**src/rtl/pipe_pkg.sv**
```systemverilog
// Shared payload types for the pipeline stage buffers, plus the pointer-width helper.
package pipe_pkg;

    typedef struct packed {
        logic [31:0] pc;
        logic [31:0] inst;
    } fetch_id_payload_t;

    typedef struct packed {
        logic [31:0] alu_result;
        logic [1:0]  reg_wdata_sel;
        logic [31:0] csr_rdata;
        logic [31:0] dmem_rdata;
        logic        reg_wen;
        logic [4:0]  reg_waddr;
    } lsu_wb_payload_t;

    localparam int FETCH_ID_W = $bits(fetch_id_payload_t);
    localparam int LSU_WB_W   = $bits(lsu_wb_payload_t);

    // A single-entry buffer still needs a 1-bit pointer to keep vectors legal.
    function automatic int ptr_width(input int depth);
        return (depth > 1) ? $clog2(depth) : 1;
    endfunction

endpackage

```
**src/rtl/pipe_buf_stage_if.sv**
```systemverilog
// Valid/ready/data stream bundle; master drives valid and data, slave drives ready.
interface pipe_buf_stage_if #(
    parameter int WIDTH = 64
) ();
    logic             valid;
    logic             ready;
    logic [WIDTH-1:0] data;

    modport master (output valid, output data, input ready);
    modport slave  (input valid, input data, output ready);
endinterface

```
**src/rtl/pipe_ptr.sv**
```systemverilog
// Circular-buffer pointer: advances on inc, wraps DEPTH-1 -> 0, clear returns it to 0.
module pipe_ptr
    import pipe_pkg::*;
#(
    parameter int DEPTH = 2,
    localparam int PTR_W = ptr_width(DEPTH)
) (
    input  logic             clk,
    input  logic             rst_n,
    input  logic             clear,
    input  logic             inc,
    output logic [PTR_W-1:0] ptr
);

    localparam logic [PTR_W-1:0] LAST = PTR_W'(DEPTH - 1);

    logic [PTR_W-1:0] ptr_reg;
    logic [PTR_W-1:0] ptr_next;

    // Explicit wrap so non-power-of-two depths never address past the last entry.
    always_comb begin
        ptr_next = ptr_reg;
        if (clear) begin
            ptr_next = '0;
        end else if (inc) begin
            ptr_next = (ptr_reg == LAST) ? '0 : ptr_reg + 1'b1;
        end
    end

    always_ff @(posedge clk) begin
        if (!rst_n) begin
            ptr_reg <= '0;
        end else begin
            ptr_reg <= ptr_next;
        end
    end

    assign ptr = ptr_reg;

endmodule

```
**src/rtl/pipe_buf_stage.sv**
```systemverilog
// DEPTH-entry valid/ready stage buffer with flush, optional empty bypass and occupancy count.
// DEPTH=1 alternates push and pop (half throughput); use DEPTH>=2 for one transfer per cycle.
module pipe_buf_stage
    import pipe_pkg::*;
#(
    parameter int WIDTH  = 64,
    parameter int DEPTH  = 2,
    parameter int BYPASS = 0,
    parameter int CNT_W  = $clog2(DEPTH + 1)
) (
    input  logic                 clk,
    input  logic                 rst_n,
    input  logic                 flush,
    pipe_buf_stage_if.slave      up,
    pipe_buf_stage_if.master     dn,
    output logic [CNT_W-1:0]     count
);

    localparam int              PTR_W    = ptr_width(DEPTH);
    localparam logic [CNT_W-1:0] FULL_CNT = CNT_W'(DEPTH);

    logic [CNT_W-1:0]            count_reg;
    logic [CNT_W-1:0]            count_next;
    logic [PTR_W-1:0]            rd_ptr;
    logic [PTR_W-1:0]            wr_ptr;
    logic [DEPTH-1:0][WIDTH-1:0] mem_q;

    logic empty;
    logic full;
    logic pass;
    logic push;
    logic pop;
    logic thru;
    logic wr_en;
    logic rd_en;

    assign empty = (count_reg == '0);
    assign full  = (count_reg == FULL_CNT);
    assign pass  = (BYPASS != 0) && empty;

    // Ready comes from held state only, so no combinational path from dn.ready.
    assign up.ready = !full && !flush;
    assign dn.valid = !flush && (pass ? up.valid : !empty);
    assign dn.data  = pass ? up.data : mem_q[rd_ptr];

    assign push  = up.valid && up.ready;
    assign pop   = dn.valid && dn.ready;
    assign thru  = pass && push && pop;
    assign wr_en = push && !thru;
    assign rd_en = pop && !thru;

    always_comb begin
        count_next = count_reg;
        if (flush) begin
            count_next = '0;
        end else begin
            count_next = count_reg + CNT_W'(wr_en) - CNT_W'(rd_en);
        end
    end

    always_ff @(posedge clk) begin
        if (!rst_n) begin
            count_reg <= '0;
        end else begin
            count_reg <= count_next;
        end
    end

    assign count = count_reg;

    pipe_ptr #(.DEPTH(DEPTH)) u_wr_ptr (
        .clk   (clk),
        .rst_n (rst_n),
        .clear (flush),
        .inc   (wr_en),
        .ptr   (wr_ptr)
    );

    pipe_ptr #(.DEPTH(DEPTH)) u_rd_ptr (
        .clk   (clk),
        .rst_n (rst_n),
        .clear (flush),
        .inc   (rd_en),
        .ptr   (rd_ptr)
    );

    // Storage is zeroed on reset but deliberately left untouched by flush.
    for (genvar gi = 0; gi < DEPTH; gi++) begin : g_entry
        logic [WIDTH-1:0] entry_reg;

        always_ff @(posedge clk) begin
            if (!rst_n) begin
                entry_reg <= '0;
            end else if (wr_en && (wr_ptr == PTR_W'(gi))) begin
                entry_reg <= up.data;
            end
        end

        assign mem_q[gi] = entry_reg;
    end

`ifndef SYNTHESIS
    always_ff @(posedge clk) begin
        if (rst_n && !flush) begin
            assert (!(wr_en && full))
                else $error("pipe_buf_stage: write into full buffer");
            assert (!(rd_en && empty))
                else $error("pipe_buf_stage: read from empty buffer");
            assert (count_reg <= FULL_CNT)
                else $error("pipe_buf_stage: occupancy above DEPTH");
        end
    end
`endif

endmodule

```
**src/flat_wrapper.sv**
```systemverilog
// flat-port wrapper written by rule: the top's interface ports become plain ports
module pipe_buf_stage_flat import pipe_pkg::*;
#(
    parameter int WIDTH  = 64,
    parameter int DEPTH  = 2,
    parameter int BYPASS = 0,
    parameter int CNT_W  = $clog2(DEPTH + 1)
)
  (clk, rst_n, flush, count, up_valid, up_data, up_ready, dn_valid, dn_data, dn_ready);
  pipe_buf_stage_if #(.WIDTH(WIDTH)) up_i ();
  pipe_buf_stage_if #(.WIDTH(WIDTH)) dn_i ();
  input  logic clk;
  input  logic rst_n;
  input  logic flush;
  output logic [CNT_W-1:0] count;
  input wire logic [$bits(up_i.valid)-1:0] up_valid;
  input wire logic [$bits(up_i.data)-1:0] up_data;
  output wire logic [$bits(up_i.ready)-1:0] up_ready;
  output wire logic [$bits(dn_i.valid)-1:0] dn_valid;
  output wire logic [$bits(dn_i.data)-1:0] dn_data;
  input wire logic [$bits(dn_i.ready)-1:0] dn_ready;
  assign up_i.valid = up_valid;
  assign up_i.data = up_data;
  assign up_ready = up_i.ready;
  assign dn_valid = dn_i.valid;
  assign dn_data = dn_i.data;
  assign dn_i.ready = dn_ready;
  pipe_buf_stage #(.WIDTH(WIDTH), .DEPTH(DEPTH), .BYPASS(BYPASS), .CNT_W(CNT_W)) u_core (.clk(clk), .rst_n(rst_n), .flush(flush), .up(up_i), .dn(dn_i), .count(count));
endmodule
```
**config.mk**
```make
export PLATFORM = sky130hd
export DESIGN_NAME = pipe_buf_stage_flat
export DESIGN_NICKNAME = d
export VERILOG_FILES = /design/src/rtl/pipe_pkg.sv /design/src/rtl/pipe_buf_stage_if.sv /design/src/rtl/pipe_ptr.sv /design/src/rtl/pipe_buf_stage.sv /design/src/flat_wrapper.sv
export SDC_FILE = /design/constraint.sdc
export NUM_CORES = 1
export LEC_CHECK = 0
export BUFFER_PORTS_ARGS = -buffer_cell sky130_fd_sc_hd__buf_2
export CAP_MARGIN = 10
export CORE_ASPECT_RATIO = 0.7
export CORE_MARGIN = 5
export CORE_UTILIZATION = 54
export DETAILED_ROUTE_END_ITERATION = 12
export PLACE_DENSITY = 0.82
export SLEW_MARGIN = 20
export SYNTH_ARGS = -nofsm -noshare
export SYNTH_HDL_FRONTEND = slang
export SYNTH_SLANG_ARGS = --single-unit
```
**constraint.sdc**
```tcl
create_clock -name clk -period 2.35 [get_ports clk]
set_input_delay 0.1175 -clock clk [delete_from_list [all_inputs] [get_ports clk]]
set_output_delay 0.1175 -clock clk [all_outputs]
set_load 0.01 [all_outputs]
```
==> results of run 1 <==
## Yosys cell counts, drive strengths merged
library cell,n,share of area (%)
a21boi,1,0.13
and2,3,0.32
clkbuf,19,1.2
nand4b,1,0.15
mux2i,128,22
o21a,1,0.13
nand2,193,12
nor3,1,0.28
mux2,64,12
buf,23,4.1
o21ba,1,0.17
ha,2,0.43
dfxtp,132,45
nor2b,3,0.45
nand3,1,0.085
nand2b,2,0.21
xnor2,2,0.30
inv,2,0.13
nor2,2,0.13
o21ai,1,0.085
## worst paths after layout
| check | start | end | slack, ns | depth (start not counted) |
|---|---|---|---|---|
| setup / recovery | u_core.u_rd_ptr.ptr | dn_data[0] | 0.49 | 3 |
| hold reg to reg | u_core.g_entry[0].entry_reg[33] | u_core.g_entry[0].entry_reg[33] | 0.46 | 2 |
| setup reg to reg | u_core.count[0] | u_core.count[1] | 0.53 | 8 |
| hold / removal | up_data[45] | u_core.g_entry[1].entry_reg[45] | 0.008 | 3 |
## metal layers
layer,track usage [%],wire [um],vias up
met5,0,0,-
met4,9.31,221,0
met3,4.14,587,20
met2,37.0,7010,117
met1,23.2,5640,2168
li1,-,-,2278
## metrics by stage
step	setup slack (ns)	instances
floorplan	0.605	582
global placement	0.667	814
detailed placement	0.585	814
CTS	0.491	892
global route	0.435	892
finish	0.486	892
## final cells by class
type,instances,area (um^2)
fillers,743,2930
multi-input cells,406,2910
flip-flops and latches,132,2640
repair buffers,191,1270
clock buffers,24,502
well taps,132,165
clock inverters,5,50.0
inverters,2,7.51
## where the power goes
group	internal, mW	switching, mW
logic	0.261	0.263
registers	2.31	0.0355
clock network	1.57	0.877
## critical path, stage by stage (launching register included)
cell and delay [ns]:
dfxtp_2 0.32, buf_4 0.43, mux2_2 0.43, buf_2 0.15
## kinds of logic (layout without fill, tap and decap cells)
kind of cell | count (synthesis) | in the layout | synth area share [%]
AOI/OAI and AO/OA | 4 | 4 | 0.513
xor gates and xnor gates | 2 | 2 | 0.299
adders and majority gates | 2 | 2 | 0.427
buffers and inverters | 44 | 222 | 5.41
DFF | 132 | 132 | 45.1
muxes | 192 | 192 | 34.2
and+or+nand+nor | 206 | 206 | 14.0
## repair_timing
item,4_1_cts,5_1_grt
endpoints found under the setup margin,0,0
hold buffers,49,0
hold endpoints to repair,77,0
==> results.yml, run 1 <==
global_route:
  gr-total-overflow: 0
  grt_pass1_vias: 4807
  grt_usage_pct: 20.5
  grt_pass1_wl_um: 21900
  antenna_found_initial: 0
  grt_max_degree: 79
timing:
  slew_violations: 0
  period_share_pct: 79.3
  fin_crit_ns: 1.86
  fmax_mhz: 537
  setup_viol: 0
  fin_skew_ns: 0.0139
  max_slew_margin_pct: 65.0
  tightest_slew_ns: 0.525
  finalSetupTns_ns: 0
  holdWs_ns: 0.00840
  rsz0062_at_grt: "false"
  finalHoldViolations: 0
clock_network:
  cts_setup_buffers: 0
  clkSinkCount: 132
  htree_levels: 4
  cts_tree: "yes"
  cts_made_buffers: 17
  clock_path_buffers: 2
  cts_resized: 0
  clkLatencyLatePin_ns: 0.40
  clockRootBuffer: "clkbuf_16"
  clk_pin_slew_ns: 0.05
finish:
  largest_reg_flops: 128
  layout_commonest_cell: "nand2_1"
  antenna_cells: 0
  layout.nets: 821
  final_cell_mix: "nand2_1 (193), buf_2 (135), dfxtp_1 (131)"
  final_cell_area_um2: 7540
  drive_gt1_share_pct: 25.4
  fin_util_pct: 72.0
  area_growth_pct: 28.9
synth:
  synth_cell_types: 26
  synth_nets: 653
  yosys_warnings: 0
  postSynthAreaPerCell_um2: 10.1
  synth_area_um2: 5850
  seq_area_frac_synth_pct: 45.1
  synthCells: 582
  synth.ff_latch_count: 132
critical_path:
  cp-end-kind: "primary output"
  crit_required_ns: 2.23
  arrival_ns: 1.75
  worstSetupPathType: "reg -> out"
  worstPathMaxFanout: 37
  start_kind: "register"
floorplan:
  die_height_um: 97.1
  rows: 31
  initial_core_util_pct: 55.9
  die_area_um2: 13100
  core_um2: 10500
  ioPinCount: 137
  die_x_um: 134
job:
  maxCapViolations: 0
route:
  vias: 4583
  ant_nets: 0
  drt-initial-drc-count: 195
  drc: 0
  wl_um: 13500
  firstDrtPassIters: 5
  vias_per_cell: 5.14
  avgRoutedWirePerCell_um: 15.1
power:
  leakage_nw: 3.78
  power.density_nw_per_um2: 705
  ir_drop_v: 0.000582
  power_mw: 5.32
placed_design:
  place.detailed.hpwl_um: 8540
  place_area_um2: 6500
  place.gp.congestion: 0.860
  port_buffers: 136
outcome:
  outcome: "finished, final reports clean"
worst_hold_path:
  hold_path_class: "in -> reg"
Power figures use the tool's default switching activity.
==> run 2: changes to the inputs <==
--- a/config.mk
+++ b/config.mk
@@ -9,9 +9,9 @@
 export CAP_MARGIN = 10
 export CORE_ASPECT_RATIO = 0.7
 export CORE_MARGIN = 5
-export CORE_UTILIZATION = 54
+export CORE_UTILIZATION = 49
 export DETAILED_ROUTE_END_ITERATION = 12
-export PLACE_DENSITY = 0.82
+export PLACE_DENSITY = 0.79
 export SLEW_MARGIN = 20
 export SYNTH_ARGS = -nofsm -noshare
 export SYNTH_HDL_FRONTEND = slang
==> constraint.sdc (replaced) <==
create_clock -name clk -period 1.5 [get_ports clk]
set_input_delay 0.075 -clock clk [delete_from_list [all_inputs] [get_ports clk]]
set_output_delay 0.075 -clock clk [all_outputs]
set_load 0.01 [all_outputs]
==> run 2 against run 1 <==
  * Final area is 16% higher
  * Critical endpoint is now u_core.count[1]
  * Clock power is 68% higher
  * Die area is 9.3% higher
  * Cell count is 7.4% higher
  * Global-route usage is 0.87 points higher
  * Non-clock buffer count is 39 higher
  * Combinational power is 110% higher
  * Clock skew is 0.0086 ns lower
  * Worst hold slack better by 0.072 ns
  * Sequential power is 57% higher
  * The flow now finishes with violations (setup timing)
  * Power is 67% higher
==> results.yml, run 2 (synthesis results as in run 1) <==
critical_path:
  worstSetupPathType: "reg -> reg"
  crit_family: "adder cells"
  max_stage_delay_ns: 0.32
  crit_required_ns: 1.79
  crit_buf_inv: 1
  path_cells: "o21ba_4 -> and2_4 -> ha_4 -> inv_2 -> ha_4 -> xnor2_2 -> xnor2_1 -> and2_1"
  timing.rr.start: "u_core.count[1]"
  start_kind: "register"
  cp-end-kind: "register"
  crit_slowest_cell: "dfxtp_2"
  worstPathMaxFanout: 2
  path_common_cell: "ha_4"
  arrival_ns: 1.96
  crit_start: "u_core.count[1]"
global_route:
  antenna_found_initial: 0
  grt_max_degree: 56
  grt_pass1_wl_um: 24600
  gr-total-overflow: 0
  grt_pass1_vias: 5198
  grt_usage_pct: 21.4
timing:
  rsz0062_at_grt: "true"
  period_share_pct: 111
  finalHoldViolations: 0
  setup_ws_ns: -0.169
  setup_viol: 65
  fin_crit_ns: 1.67
  slew_violations: 0
  fmax_mhz: 599
  max_slew_margin_pct: 73.5
  fin_skew_ns: 0.00530
  tightest_slew_ns: 0.397
finish:
  drive_gt1_share_pct: 33.3
  antenna_cells: 0
  largest_reg_flops: 128
  finalNonFillerCells: 958
  area_growth_pct: 49.6
  layout.nets: 860
  layout_commonest_cell: "nand2_1"
  nFillCells: 726
  final_cell_mix: "nand2_1 (193), dfxtp_1 (129), mux2i_1 (128)"
route:
  vias: 4895
  wl_um: 16400
  vias_per_cell: 5.11
  drt-initial-drc-count: 216
  ant_nets: 0
  avgRoutedWirePerCell_um: 17.2
  drc: 0
  firstDrtPassIters: 4
job:
  maxCapViolations: 0
power:
  ir_drop_v: 0.000729
  power.density_nw_per_um2: 1020
  leakage_nw: 4.10
  power_mw: 8.91
clock_network:
  htree_levels: 4
  cts_made_buffers: 17
  clockRootBuffer: "clkbuf_16"
  cts_tree: "yes"
  clkSinkCount: 132
  clkLatencyLatePin_ns: 0.40
  clk_pin_slew_ns: 0.05
  clock_path_buffers: 2
worst_hold_path:
  hp-start: "dn_ready"
  hold_path_class: "in -> reg"
placed_design:
  port_buffers: 136
  place.detailed.hpwl_um: 9340
  place.gp.congestion: 0.813
  dp.cells: 851
floorplan:
  die_area_um2: 14300
  initial_core_util_pct: 50.1
  die_height_um: 101
  ioPinCount: 137
  core_um2: 11700
  die_x_um: 141
  rows: 33
outcome:
  outcome: "finished, violations left"
  violations: "setup timing"
## run 2: power breakdown
part	switching (mW)	leakage, nW	total (mW)	internal [mW]
Clock	1.45	0.286	4.11	2.66
Combinational	0.479	2.74	1.11	0.633
Sequential	0.0644	1.07	3.68	3.62
Total	1.99	4.10	8.91	6.91
## run 2: final cells by class
cell class                 instances  area (um^2)  area share (%)
clock buffer                      23          499            5.70
sequential                       132         2650            30.3
clock inverter                     8         97.6            1.11
inverter                           2         7.51          0.0857
timing repair buffer             230         2130            24.3
multi-input combinational        406         3180            36.3
tap                              157          196            2.24
## run 2: through the flow
stage	cell area, um^2	worst slack, ns	util [%]	hold WS (ns)	TNS [ns]
CTS	8380	-0.154	71.8	0.0519	-5.27
finish	8760	-0.169	75.0	0.0807	-3.94
detailed placement	6720	-0.149	57.5	0.357	-0.149
global placement	6720	-0.115	57.5	0.343	-0.115
floorplan	5900	-0.153	-	0.198	-0.153
global route	8760	-0.193	75.0	0.0586	-7.08
## run 2: routing by layer
layer | global-route usage (%) | up-vias | wire length, um
li1 | - | 2355 | -
met1 | 23.9 | 2369 | 6930
met2 | 39.4 | 146 | 8490
met3 | 5.57 | 25 | 740
met4 | 8.19 | 0 | 269
met5 | 0 | - | 0
## run 2: repair_timing
action | CTS | global route
gates cloned | 2 | 4
buffers inserted | 1 | 4
hold buffers | 65 | 0
endpoints found under the setup margin | 65 | 125
pin swaps | 4 | 1
endpoints found under the hold margin | 129 | 0
gates resized for setup | 71 | 55
## run 2: final timing paths
| check | to | slack [ns] | cells after the start |
|---|---|---|---|
| setup / recovery | u_core.count[1] | -0.17 | 8 |
| setup reg to reg | u_core.count[1] | -0.17 | 8 |
| hold / removal | u_core.u_rd_ptr.ptr | 0.08 | 3 |
| hold reg to reg | u_core.g_entry[0].entry_reg[57] | 0.45 | 2 |
## run 2: worst register-to-register path: cells and delay by family, from the launching register on
kind,cells,cell delay (ns)
adder cells (fa/ha/maj),2,0.41
flip-flops,1,0.32
AND/OR/NAND/NOR,2,0.31
XOR/XNOR,2,0.26
AO/OA/AOI/OAI,1,0.22
buffers and inverters,1,0.04
==> run 3: changes to the inputs <==
--- a/config.mk
+++ b/config.mk
@@ -10,6 +10,7 @@
 export CORE_ASPECT_RATIO = 0.7
 export CORE_MARGIN = 5
 export CORE_UTILIZATION = 49
+export CTS_BUF_LIST = sky130_fd_sc_hd__clkbuf_4 sky130_fd_sc_hd__clkbuf_8 sky130_fd_sc_hd__clkbuf_16
 export DETAILED_ROUTE_END_ITERATION = 12
 export PLACE_DENSITY = 0.79
 export SLEW_MARGIN = 20
==> run 3 against run 2 <==
  * The run still ends with setup timing left
  * Clock skew barely moved
  * Sequential power barely moved
  * Global-route usage barely moved
  * Register-to-register slack barely moved
  * Cell count fell by 0.10%
  * Die area did not move
  * Core utilization fell by 0.15 points
  * Final area fell by 0.20%
  * First-iteration DRC count fell by 15%
  * Critical endpoint unchanged
==> results.yml, run 3 (synthesis results as in run 1) <==
finish:
  antenna_cells: 0
  layout_commonest_cell: "nand2_1"
  nFillCells: 722
  largest_reg_flops: 128
  drive_gt1_share_pct: 33.5
  final_cell_mix: "nand2_1 (193), dfxtp_1 (129), mux2i_1 (128)"
  fin_util_pct: 74.8
  area_growth_pct: 49.3
  layout.nets: 859
floorplan:
  die_x_um: 141
  initial_core_util_pct: 50.1
  ioPinCount: 137
  die_area_um2: 14300
  die_height_um: 101
  core_um2: 11700
  rows: 33
critical_path:
  worstSetupPathType: "reg -> reg"
  rrSetupSlack_ns: -0.17
  crit_slowest_cell: "dfxtp_2"
  path_common_cell: "ha_4"
  max_stage_delay_ns: 0.32
  start_kind: "register"
  path_cells: "o21ba_4 -> and2_4 -> ha_4 -> inv_2 -> ha_4 -> xnor2_2 -> xnor2_1 -> and2_1"
  arrival_ns: 1.95
  crit_required_ns: 1.79
  cp-end-kind: "register"
  crit_buf_inv: 1
  crit_family: "adder cells"
  worstPathMaxFanout: 2
route:
  wl_um: 16200
  ant_nets: 0
  firstDrtPassIters: 4
  vias: 4880
  avgRoutedWirePerCell_um: 16.9
  drc: 0
  vias_per_cell: 5.10
  drt-initial-drc-count: 184
timing:
  setup_ws_ns: -0.165
  holdWs_ns: 0.0790
  tightest_slew_ns: 0.389
  max_slew_margin_pct: 74.0
  slew_violations: 0
  fin_skew_ns: 0.00553
  rsz0062_at_grt: "true"
  finalSetupTns_ns: -3.93
  period_share_pct: 111
  finalHoldViolations: 0
  fmax_mhz: 601
  setup_viol: 64
  fin_crit_ns: 1.67
power:
  power_mw: 8.95
  ir_drop_v: 0.000797
  power.density_nw_per_um2: 1020
  leakage_nw: 4.10
outcome:
  outcome: "finished, violations left"
  violations: "setup timing"
global_route:
  gr-total-overflow: 0
  antenna_found_initial: 0
  grt_usage_pct: 21.4
  grt_pass1_vias: 5204
  grt_max_degree: 56
  grt_pass1_wl_um: 24600
clock_network:
  clockRootBuffer: "clkbuf_16"
  htree_levels: 4
  clkSinkCount: 132
  cts_made_buffers: 17
  clkLatencyLatePin_ns: 0.40
  clk_pin_slew_ns: 0.05
  cts_tree: "yes"
  clock_path_buffers: 2
job:
  maxCapViolations: 0
placed_design:
  place.detailed.hpwl_um: 9340
  pre_cts_slack_ns: -0.149
  port_buffers: 136
  place.gp.congestion: 0.813
worst_hold_path:
  hold_path_class: "in -> reg"
-- run 3: worst register-to-register path: stages (launching register included) --
cell     delay, ns
dfxtp_2       0.32
o21ba_4       0.22
and2_4        0.15
ha_4          0.26
inv_2         0.04
ha_4          0.15
xnor2_2       0.13
xnor2_1       0.13
and2_1        0.16
-- run 3: path summary, 6_finish.rpt --
path                                                 startpoint  cells after the start                         endpoint
worst max-delay path                            u_core.count[1]                      8                  u_core.count[1]
worst min register to register  u_core.g_entry[0].entry_reg[57]                      2  u_core.g_entry[0].entry_reg[57]
worst min-delay path                                   dn_ready                      3              u_core.u_rd_ptr.ptr
worst max register to register                  u_core.count[1]                      8                  u_core.count[1]
-- run 3: power breakdown --
part,internal (mW),leakage [nW],switching [mW]
clock,2.70,0.293,1.46
combinational,0.632,2.73,0.477
sequential,3.62,1.07,0.0629
total,6.95,4.10,2.00
-- run 3: metal layers --
layer | up-vias | track usage, % | wire length [um]
met2 | 131 | 39.2 | 8450
li1 | 2355 | - | -
met4 | 0 | 8.19 | 235
met3 | 21 | 5.57 | 746
met5 | - | 0 | 0
met1 | 2373 | 24.0 | 6750
-- run 3: timing repair --
item,4_1_cts,5_1_grt
hold endpoints to repair,129,0
pin swaps,3,1
buffers inserted,1,4
cloned,2,3
gates resized for setup,71,54
setup endpoints to repair,65,125
hold buffers,65,0
-- run 3: final cells by class --
class / instances / area (um^2) / area share (%)
multi-input combinational: 406 / 3180 / 36.3
sequential: 132 / 2650 / 30.3
clock inverter: 8 / 97.6 / 1.12
tap: 157 / 196 / 2.25
clock buffer: 23 / 507 / 5.80
inverter: 2 / 7.51 / 0.0859
timing repair buffer: 229 / 2100 / 24.1
-- run 3: per-stage QoR --
step | cells | cell area [um^2]
after global placement | 851 | 6720
after global routing | 957 | 8740
after detailed placement | 851 | 6720
after CTS | 950 | 8390
after floorplan | 582 | 5900
final | 957 | 8740
